## src/rtl/sdram_audio_reader.sv

```systemverilog
// -----------------------------------------------------------------------------
// sdram_audio_reader
// Fetches a block of 16-bit audio words from an SDRAM bridge port and buffers
// them in a first-word-fall-through FIFO for a streaming consumer.
//
// Ports
//   clk_clk, reset_reset_n          : clock, async active-low reset
//   start, stop                     : one-cycle control pulses (stop wins)
//   base_addr, num_words, loop_en   : playback window and loop mode
//   bridge_*                        : read-only master on the SDRAM bridge
//   sample_data/valid/ready         : FWFT FIFO head and handshake
//   fifo_level                      : FIFO occupancy
//   busy, done                      : engine not idle / one-cycle completion
//
// state | meaning
// IDLE  | waiting for start
// GAP   | between reads; issues the next read when data remains and FIFO has room
// ISSUE | read request held on the bridge until acknowledge
// DONE  | one-cycle completion pulse, then back to IDLE
// -----------------------------------------------------------------------------
module sdram_audio_reader #(
    parameter int ADDR_W     = 26,
    parameter int FIFO_DEPTH = 16
) (
    input  logic                          clk_clk,
    input  logic                          reset_reset_n,
    input  logic                          start,
    input  logic                          stop,
    input  logic [ADDR_W-1:0]             base_addr,
    input  logic [23:0]                   num_words,
    input  logic                          loop_en,
    output logic [ADDR_W-1:0]             bridge_address,
    output logic [1:0]                    bridge_byte_enable,
    output logic                          bridge_read,
    output logic                          bridge_write,
    output logic [15:0]                   bridge_write_data,
    input  logic                          bridge_acknowledge,
    input  logic [15:0]                   bridge_read_data,
    output logic [15:0]                   sample_data,
    output logic                          sample_valid,
    input  logic                          sample_ready,
    output logic [$clog2(FIFO_DEPTH):0]   fifo_level,
    output logic                          busy,
    output logic                          done
);

    localparam int PTR_W = $clog2(FIFO_DEPTH);
    localparam int LVL_W = PTR_W + 1;
    localparam logic [LVL_W-1:0] FULL_LVL = LVL_W'(FIFO_DEPTH);

    typedef enum logic [1:0] {IDLE, ISSUE, GAP, DONE} state_t;

    state_t              r_state;
    state_t              w_next;
    logic [ADDR_W-1:0]   r_addr;
    logic [ADDR_W-1:0]   r_base;
    logic [23:0]         r_remaining;
    logic [23:0]         r_num;
    logic                r_stop_pend;
    logic [15:0]         r_mem [FIFO_DEPTH];
    logic [PTR_W-1:0]    r_wr_ptr;
    logic [PTR_W-1:0]    r_rd_ptr;
    logic [LVL_W-1:0]    r_level;

    logic                w_stop_any;
    logic                w_ack;
    logic                w_push;
    logic                w_pop;
    logic                w_flush;
    logic                w_start;
    logic                w_last;
    logic                w_unused_addr_lsb;

    assign w_unused_addr_lsb = base_addr[0];

    // A stop seen during ISSUE is remembered so the outstanding read can finish.
    assign w_stop_any = stop | r_stop_pend;
    assign w_ack      = (r_state == ISSUE) && bridge_acknowledge;
    assign w_push     = w_ack && !w_stop_any;
    assign w_pop      = sample_valid && sample_ready;
    assign w_start    = (r_state == IDLE) && start && !stop;
    assign w_last     = (r_remaining == 24'd1);
    // The FIFO empties on the same edge the engine drops into IDLE due to a stop.
    assign w_flush    = (stop && (r_state != ISSUE)) || (w_ack && w_stop_any);

    always_ff @(posedge clk_clk or negedge reset_reset_n) begin
        if (!reset_reset_n) begin
            r_state <= IDLE;
        end else begin
            r_state <= w_next;
        end
    end

    always_comb begin
        w_next = r_state;
        case (r_state)
            IDLE: begin
                if (w_start) begin
                    w_next = (num_words == 24'd0) ? DONE : GAP;
                end
            end
            GAP: begin
                if (stop) begin
                    w_next = IDLE;
                end else if ((r_remaining != 24'd0) && (r_level < FULL_LVL)) begin
                    w_next = ISSUE;
                end
            end
            ISSUE: begin
                if (w_ack) begin
                    if (w_stop_any) begin
                        w_next = IDLE;
                    end else if (w_last && !loop_en) begin
                        w_next = DONE;
                    end else begin
                        w_next = GAP;
                    end
                end
            end
            DONE: begin
                w_next = IDLE;
            end
            default: begin
                w_next = IDLE;
            end
        endcase
    end

    always_ff @(posedge clk_clk or negedge reset_reset_n) begin
        if (!reset_reset_n) begin
            r_addr      <= '0;
            r_base      <= '0;
            r_remaining <= '0;
            r_num       <= '0;
            r_stop_pend <= 1'b0;
        end else begin
            if (w_start) begin
                r_base      <= {base_addr[ADDR_W-1:1], 1'b0};
                r_addr      <= {base_addr[ADDR_W-1:1], 1'b0};
                r_num       <= num_words;
                r_remaining <= num_words;
            end else if (w_push) begin
                if (w_last && loop_en) begin
                    r_addr      <= r_base;
                    r_remaining <= r_num;
                end else begin
                    r_addr      <= r_addr + ADDR_W'(2);
                    r_remaining <= r_remaining - 24'd1;
                end
            end

            if (r_state == ISSUE) begin
                if (w_ack) begin
                    r_stop_pend <= 1'b0;
                end else if (stop) begin
                    r_stop_pend <= 1'b1;
                end
            end else begin
                r_stop_pend <= 1'b0;
            end
        end
    end

    // Storage needs no reset: sample_data is masked while the FIFO is empty.
    always_ff @(posedge clk_clk) begin
        if (w_push) begin
            r_mem[r_wr_ptr] <= bridge_read_data;
        end
    end

    always_ff @(posedge clk_clk or negedge reset_reset_n) begin
        if (!reset_reset_n) begin
            r_wr_ptr <= '0;
            r_rd_ptr <= '0;
            r_level  <= '0;
        end else if (w_flush) begin
            r_wr_ptr <= '0;
            r_rd_ptr <= '0;
            r_level  <= '0;
        end else begin
            if (w_push) begin
                r_wr_ptr <= r_wr_ptr + PTR_W'(1);
            end
            if (w_pop) begin
                r_rd_ptr <= r_rd_ptr + PTR_W'(1);
            end
            case ({w_push, w_pop})
                2'b10:   r_level <= r_level + LVL_W'(1);
                2'b01:   r_level <= r_level - LVL_W'(1);
                default: r_level <= r_level;
            endcase
        end
    end

    assign bridge_address     = r_addr;
    assign bridge_read        = (r_state == ISSUE);
    assign bridge_byte_enable = 2'b11;
    assign bridge_write       = 1'b0;
    assign bridge_write_data  = 16'h0000;

    assign fifo_level   = r_level;
    assign sample_valid = (r_level != '0);
    assign sample_data  = sample_valid ? r_mem[r_rd_ptr] : 16'h0000;

    assign busy = (r_state != IDLE);
    // A stop arriving during DONE suppresses the completion pulse.
    assign done = (r_state == DONE) && !stop;

endmodule

```

## config.mk

```make
export PLATFORM = sky130hd
export DESIGN_NAME = sdram_audio_reader
export DESIGN_NICKNAME = d
export VERILOG_FILES = /design/src/rtl/sdram_audio_reader.sv
export SDC_FILE = /design/constraint.sdc
export NUM_CORES = 1
export LEC_CHECK = 0
export CAP_MARGIN = 30
export CORE_AREA = 4 4 164 198
export CTS_BUF_LIST = sky130_fd_sc_hd__clkbuf_2 sky130_fd_sc_hd__clkbuf_4 sky130_fd_sc_hd__clkbuf_8
export CTS_CLUSTER_DIAMETER = 100
export CTS_CLUSTER_SIZE = 20
export DETAILED_ROUTE_END_ITERATION = 6
export DIE_AREA = 0 0 168 202
export HOLD_SLACK_MARGIN = 0.03
export PLACE_DENSITY = 0.74
export REMOVE_ABC_BUFFERS = 1
export SYNTH_ARGS = -nofsm -noshare
export SYNTH_HDL_FRONTEND = slang
export SYNTH_SLANG_ARGS = --single-unit
```

## constraint.sdc

```tcl
create_clock -name clk_clk -period 10.3 [get_ports clk_clk]
set_clock_uncertainty 0.1 [all_clocks]
set_input_delay 1.03 -clock clk_clk [delete_from_list [all_inputs] [get_ports clk_clk]]
set_output_delay 1.03 -clock clk_clk [all_outputs]
set_load 0.02 [all_outputs]
```

# Word level (Yosys, flattened, before mapping)
# Memory sizes are Yosys's and may differ from the RTL's.
# Cells that the tools add are included.
# Widths: inputs -> output; s select.
dict set report totals {
  rom_bits 0
  memories 1
  out_inout_bits 70
  reg_bits 115
  elab_cells 80
  latch_bits 0
  ramBits 256
}
dict set report op_classes {
  n_div 0
  n_shift 0
  n_addsub 6
  n_mux 26
  magnitude_cmp 1
  multipliers 0
  n_reduce_logical 25
  eq_ne 11
  bitwise_logic 1
}
# memory depth word_bits read_ports rd_clocked_by_memory_dff write_ports line
set mem_list {}
lappend mem_list {r_mem 16 16 1 0 1 60} ;# logic [15:0] r_mem [FIFO_DEPTH];
# op count
set op_table {}
lappend op_table {{$mux 26} 3}
lappend op_table {{$mux 24} 3}
lappend op_table {{$add 26x2->26 const B} 1}
lappend op_table {{$eq 24x1->1 const B} 1}
lappend op_table {{$logic_not 24->1} 1}
lappend op_table {{$reduce_bool 24->1} 1}
lappend op_table {{$sub 24x1->24 const B} 1}
lappend op_table {{$mux 16} 1}
lappend op_table {{$mux 4} 4}
lappend op_table {{$logic_and 1x1->1} 11}
lappend op_table {{$mux 2} 5}
lappend op_table {{$pmux 5 s2} 1}
lappend op_table {{$add 4x1->4 const B} 2}
lappend op_table {{$pmux 2 s4} 1}
lappend op_table {{$reduce_bool 2->1} 4}
lappend op_table {{$mux 1} 7}
lappend op_table {{$eq 2x2->1 const B} 3}
lappend op_table {{$add 5x1->5 const B} 1}
lappend op_table {{$lt 5x5->1 const B} 1}
lappend op_table {{$mux 5} 1}
lappend op_table {{$reduce_bool 5->1} 1}
lappend op_table {{$sub 5x1->5 const B} 1}
lappend op_table {{$eq 2x1->1 const B} 2}
lappend op_table {{$ne 2x1->1 const B} 2}
lappend op_table {{9 further kinds} 11}

# Logic depth before layout (Yosys ltp)
# Gate-level depths: netlist (run 1).
dict set report logic_depth {
  ltp_word 6
  mapped_depth 12
  depth_no_buf 10
}

# Least setup slack after synthesis (run 1)
# OpenSTA, ideal clock, no wires.
dict set report synth_timing {
  kind {input to register}
  from {input port stop}
  to {memory r_mem[10][0] (enable)}
  path_buffers 2
  required_ps 9787
  setup_slack_ps 6249
  stages 6
  arrival_time_ps 3538
  cell_sequence {clkbuf_1 or4b_2 nor2_4 buf_4 nand2_1 nor3b_1}
}
dict set report synth_between {
  elab_chain_cells 5
}
# item line
set synth_rtl {}
lappend synth_rtl {{from (decl)} 28} ;# input logic stop,
lappend synth_rtl {{$or 1x1->1} 77} ;# assign w_stop_any = stop | r_stop_pend;
lappend synth_rtl {{$logic_not 1->1} 79} ;# assign w_push = w_ack && !w_stop_any;
lappend synth_rtl {{$logic_and 1x1->1} 79}
lappend synth_rtl {{$mux 1} 166} ;# if (w_push) begin
lappend synth_rtl {{$mux 1 (not written as such)} 167} ;# r_mem[r_wr_ptr] <= bridge_read_data;
lappend synth_rtl {{to (decl)} 60}
# Every way passes these cells.

# Final worst setup path (run 1)
dict set report layout_timing {
  from {register r_rd_ptr[0]}
  to {output port sample_data[13]}
}
dict set report layout_between {
  elab_chain_cells 2
}
# item line
set layout_rtl {}
lappend layout_rtl {{from (decl)} 62} ;# logic [PTR_W-1:0] r_rd_ptr;
lappend layout_rtl {{from (signal assigned)} 185} ;# r_rd_ptr <= r_rd_ptr + PTR_W'(1);
lappend layout_rtl {{$mem_v2 16x16} n/a}
lappend layout_rtl {{$mux 16} 203} ;# assign sample_data = sample_valid ? r_mem[r_rd_ptr] : 16'h0000;
lappend layout_rtl {{to (decl)} 39} ;# output logic [15:0] sample_data,
# Every way passes these cells.

==> results of run 1 <==
## path summary, 6_finish.rpt
check                                   start               to  slack, ps  cells after the start
worst max-delay path              r_rd_ptr[0]  sample_data[13]       5220                      5
worst min-delay path            reset_reset_n       r_base[10]        370                      1
worst max register to register     r_state[1]    r_mem[10][15]       6330                      5
worst min register to register      r_num[15]        r_num[15]        380                      2
max in group asynchronous       reset_reset_n   r_remaining[1]       8410                      2
min in group clk_clk                r_num[15]        r_num[15]        380                      2
## cells by family after synthesis
kind of cell	count (synthesis)	synth area share [%]
other	2	0.0451
AO/OA/AOI/OAI	167	7.15
multiplexers	90	11.4
AND/OR/NAND/NOR	441	13.5
XOR/XNOR	13	0.683
flip-flops	370	63.3
adder cells (fa/ha/maj)	10	0.751
buffers and inverters	114	3.21
## sequential cells by signal, summed over array words and instances, names as in the netlist
name,cells
r_mem,256
bridge_address,25
r_base,25
r_num,24
r_remaining,24
fifo_level,5
r_rd_ptr,4
r_wr_ptr,4
r_state,2
r_stop_pend,1
## Yosys cell counts (4+ instances only)
master	n
o221ai_1	4
and3_1	14
nand4_1	11
or2_2	5
o21a_1	7
edfxtp_1	256
mux2i_1	9
buf_2	16
inv_1	19
and4_1	11
clkbuf_1	49
nand3_1	19
a21oi_1	18
nor3b_1	4
nor3_1	42
or3_1	6
o311ai_0	7
a211oi_1	6
and2_1	9
o21ai_0	37
nor2_1	59
o211ai_1	15
a31oi_1	7
xnor2_1	6
a22oi_1	4
a21o_1	4
nor2b_1	20
o311a_1	5
buf_1	8
ha_1	10
mux4_2	80
dfrtp_1	114
o31a_1	6
xor2_1	7
buf_4	21
or4_1	6
nor4_1	30
o31ai_1	9
nand2_1	180
## layer usage
layer / GRT usage (%) / wire length [um] / share of wire [%] / vias to the layer above
met4: 5.54 / 788 / 2.1 / 2
met3: 3.62 / 2420 / 6.4 / 57
met5: 0 / 20 / 0.053 / -
li1: - / - / - / 4781
met2: 38.4 / 19500 / 51 / 379
met1: 30.1 / 15300 / 40 / 5377
## cell type report
| cell class | instances | share of cell area (%) |
|---|---|---|
| clock inverters | 1 | 0.0596 |
| multi-input cells | 741 | 30.2 |
| repair buffers | 152 | 8.65 |
| clock buffers | 38 | 2.27 |
| well taps | 396 | 2.62 |
| inverters | 19 | 0.378 |
| flip-flops and latches | 370 | 55.8 |
## power breakdown
part           total [mW]  switching, mW  internal (mW)
logic                1.40          0.696          0.699
registers            2.03          0.252           1.78
clock network       0.705          0.439          0.266
## metrics by stage
stage               hold slack (ps)  area, sq um  util, %  total power [mW]
finish                          369        18900     62.1              4.14
global route                    392        18900     62.1              4.38
CTS                             379        18800     61.9              4.16
detailed placement              354        18400     60.5              3.47
global placement                344        18100     59.7              3.41
floorplan                       331        16300        -              2.95
==> metrics.cfg, run 1 <==
[run_status]
run_status = complete, no violations

[yosys]
synth.top_cell.area_share_pct = 46.1
yosysTopAreaCell = edfxtp_1
ys_types = 78
synth_edf_count = 256
synth.avg_cell_area_sq_um = 13.8
synth_top_cells_by_area = edfxtp_1, dfrtp_1, mux4_2
synthFlopType = edfxtp_1
synth.ff_latch_count = 370
async_flop_share_pct = 30.8
netlist_area_sq_mm = 0.0167
yosysSeqAreaShare_pct = 63.3
yosysWarningCount = 0
synthCells = 1207

[sta]
slew_headroom_pct = 34.6
min_period_ps = 5080
max_freq_mhz = 197
worst_slew_pin_slew_ps = 979
slew_violations = 0
rsz0062_at_grt = no
post-route-period-util_pct = 49.3
tns_ps = 0
fin_ws_ps = 5220
setup_violations = 0
hold_viol = 0

[place]
post-place-ws_ps = 5190
dp_hpwl_um = 24400
placed_cells = 1675
portBuffers = 121
gp_congestion = 0.867

[worst_setup_path]
crit_buf_inv = 2
cp.arrival_ps = 3950
crit_type = flop to output port
critPathCaptureType = output port
path_delay_family = buffers and inverters
start_kind = flop
worstPathMaxFanout = 34
cpMostUsedCell = mux4_2
cp_slowest_stage_delay_ps = 870
crit_slowest_cell = dfrtp_4
required_ps = 9170
crit_chain = buf_4 > mux4_2 > mux4_2 > nor2b_1 > clkdlybuf4s50_1

[layout]
drive_gt1_share_pct = 13.9
final_common_cell = edfxtp_1
final-instance-count-excl-fill = 1717
final_cell_mix = edfxtp_1, nand2_1, clkdlybuf4s50_1
multi_input_area_sq_mm = 0.00570
diodes = 0
fillers = 2281
syn_to_final_growth_pct = 13.3
nets = 1389
final-seq-area_sq_mm = 0.0105

[route]
antenna_left = 0
wl_per_cell_um = 22.2
drcViolationCount = 0
routed_wl_um = 38100
firstDrtPassIters = 5
drt_iter0_drc = 1117
viasPerCell = 6.17
num_vias = 10600

[grt]
grt_pass1_vias = 10500
antenna_found_initial = 1
grt_pass1_wl_um = 60000
grt_usage_pct = 22.3
grt_max_degree = 71
grt-ovfl-total = 0

[die]
die_area_sq_mm = 0.0339
row_count = 70
chipHeight_um = 202
initial_core_util_pct = 54.8
coreArea_sq_mm = 0.0304
die_x_um = 168
ios = 143

[run]
cap_viol_max_count = 0

[clock_tree]
cts_buffer_depth = 3
cts-root-buf = clkbuf_8
worstSkewPairLatency_ps = 580
cts_tree = done
path_clk_slew_ps = 130
cts.sinks = 370
post_cts_buffers = 0
ctsHoldBuffers = 0
cts_buffers = 22
post_cts_resized = 0
cts_max_level = 1

[pwr]
power_density_mw_per_mm2 = 219
peakVddDrop_mv = 0.149
p_leak_nw = 6.68

[hold_path]
hp-class = input pin to asynchronous set/reset pin

Note: power is estimated with default switching activity, not from simulation.
==> run 2: changes to the inputs <==
==> constraint.sdc (replaced) <==
create_clock -name clk_clk -period 4.91 [get_ports clk_clk]
set_clock_uncertainty 0.1 [all_clocks]
set_input_delay 0.491 -clock clk_clk [delete_from_list [all_inputs] [get_ports clk_clk]]
set_output_delay 0.491 -clock clk_clk [all_outputs]
set_load 0.02 [all_outputs]
==> run 2 against run 1 <==
Against the previous run: hold slack worse by 130 ps; sequential power increased by 110%; sequential share of layout area up 0.11 points; first-iteration DRC count up 16%; non-clock buffer count grew 8; largest cell class unchanged; cell area shrank 0.20%; register-to-register slack worse by 4800 ps.
==> metrics.cfg, run 2 (synthesis gave the netlist of run 1 again) <==
[pwr]
p_comb_share_pct = 34.0  ; +0.3 points
p_sw_mw = 2.95  ; +110%
peakVddDrop_mv = 0.366  ; +150%
clock_power_share_pct = 17.1  ; about the same
power_mw = 8.75  ; +110%
pwr-share-seq_pct = 49.0  ; -0.2 points
netSwitchingFraction_pct = 33.7  ; +0.14 points
internal_power_mw = 5.80  ; +110%
power_density_mw_per_mm2 = 464  ; +110%
p_leak_nw = 6.70  ; +0.23%

[layout]
diodes = 0  ; unchanged
nets = 1397  ; +0.58%
fin_util_pct = 62.0  ; -0.12 points
drive_gt1_share_pct = 14.3  ; +0.44 points
syn_to_final_growth_pct = 13.1
final_cell_mix = edfxtp_1, nand2_1, clkdlybuf4s50_1
final_common_cell = edfxtp_1
fin_area_sq_mm = 0.0188  ; -0.20%
top_register = r_mem
largest_reg_flops = 256  ; unchanged

[sta]
post-route-period-util_pct = 83.7
hold_slack_ps = 236  ; -133 ps
min_period_ps = 4110
setup_violations = 0  ; unchanged
max_freq_mhz = 243
worst_slew_pin_slew_ps = 965  ; -14.3 ps
slew_violations = 0  ; unchanged
fin_ws_ps = 803  ; -4420 ps
slew_headroom_pct = 35.6  ; +0.96 points
hold_viol = 0  ; unchanged
rsz0062_at_grt = no

[die]
initial_core_util_pct = 54.8  ; unchanged
die_x_um = 168  ; unchanged
chipHeight_um = 202  ; unchanged
row_count = 70  ; unchanged
die_area_sq_mm = 0.0339  ; unchanged
ios = 143  ; unchanged
coreArea_sq_mm = 0.0304  ; unchanged

[grt]
grt_max_degree = 72  ; +1.4%
grt_usage_pct = 22.7  ; +0.34 points
grt_pass1_wl_um = 60900  ; +1.5%
antenna_found_initial = 1  ; unchanged
grt-ovfl-total = 0  ; unchanged
grt_pass1_vias = 10500  ; +0.50%

[clock_tree]
cts_tree = done
path_clk_slew_ps = 140  ; about the same
cts-root-buf = clkbuf_8
cts_buffers = 22  ; unchanged
post_cts_resized = 0  ; unchanged
cts_max_level = 1  ; unchanged
worstSkewPairLatency_ps = 580  ; about the same
cts.sinks = 370  ; unchanged
cts_buffer_depth = 3  ; unchanged

[place]
place_area_sq_mm = 0.0184  ; about the same
dp_hpwl_um = 24900  ; +2.2%
portBuffers = 121  ; unchanged
post-place-ws_ps = 1340  ; -3850 ps
gp_congestion = 0.850  ; -1.9%

[route]
num_vias = 10700  ; +0.77%
firstDrtPassIters = 5  ; unchanged
viasPerCell = 6.19  ; +0.31%
wl_per_cell_um = 22.6  ; +2.1%
antenna_left = 0  ; unchanged
drt_iter0_drc = 1295  ; +16%
routed_wl_um = 39100  ; +2.6%
drcViolationCount = 0  ; unchanged

[run_status]
run_status = complete, no violations

[worst_setup_path]
cp.arrival_ps = 3520  ; -430 ps
critPathCaptureType = output port
required_ps = 4320  ; -4850 ps
worstPathMaxFanout = 28  ; -18%
crit_type = flop to output port
start_kind = flop

[hold_path]
hp-class = input pin to asynchronous set/reset pin

[run]
cap_viol_max_count = 0  ; unchanged

==> run 2: changes by cell type in the layout (fill, tap and decap cells not counted) <==
cell,change
buf_16,-4
buf_8,-6
buf_12,+2
dlygate4sd3_1,+1
buf_4,+15
==> run 2: metal layers <==
metal / GRT usage (%) / vias up / wire length (um)
li1: - / 4792 / -
met1: 30.9 / 5438 / 15600
met2: 38.6 / 395 / 20000
met3: 4.40 / 51 / 2820
met4: 4.61 / 2 / 698
met5: 0 / - / 19
==> run 2: final timing paths <==
path	startpoint	to	slack, ps	cells after the start
worst max-delay path	r_rd_ptr[0]	sample_data[3]	800	5
min in group clk_clk	base_addr[20]	r_base[20]	340	3
worst min-delay path	reset_reset_n	bridge_address[10]	240	2
worst min register to register	r_base[12]	r_base[12]	380	2
worst max register to register	r_remaining[6]	bridge_address[4]	1520	6
max in group asynchronous	reset_reset_n	r_num[3]	3630	3
==> run 2: cell type report <==
type | count | area, sq um
tap | 396 | 495
fill | 2300 | 11500
timing repair buffer | 160 | 1600
clock buffer | 38 | 429
clock inverter | 1 | 11.3
inverter | 19 | 71.3
sequential | 370 | 10500
multi-input combinational | 741 | 5700
==> run 2: timing repair <==
item | CTS | global route
hold endpoints to repair | 19 | 0
setup buffers | 0 | 0
hold buffers | 1 | 0
==> run 2: power by group through the flow <==
stage | registers, mW | clock network, mW | logic, mW
final | 4.28 | 1.49 | 2.97
after CTS | 4.28 | 1.53 | 3.01
after global routing | 4.36 | 1.66 | 3.25
after detailed placement | 4.34 | 0 | 3.00
after floorplan | 4.41 | 0 | 1.78
after global placement | 4.34 | 0 | 2.87
==> run 2: through the flow <==
stage | setup TNS (ps) | std cells
after global placement | 0 | 1681
after floorplan | -173610 | 1130
after detailed placement | 0 | 1685
after global routing | 0 | 1725
after CTS | 0 | 1725
final | 0 | 1725
==> run 2: critical path: stages (launching register included) <==
cell,delay [ps]
dfrtp_4,820
buf_4,390
mux4_2,550
mux4_2,490
nor2b_1,140
clkdlybuf4s50_1,550
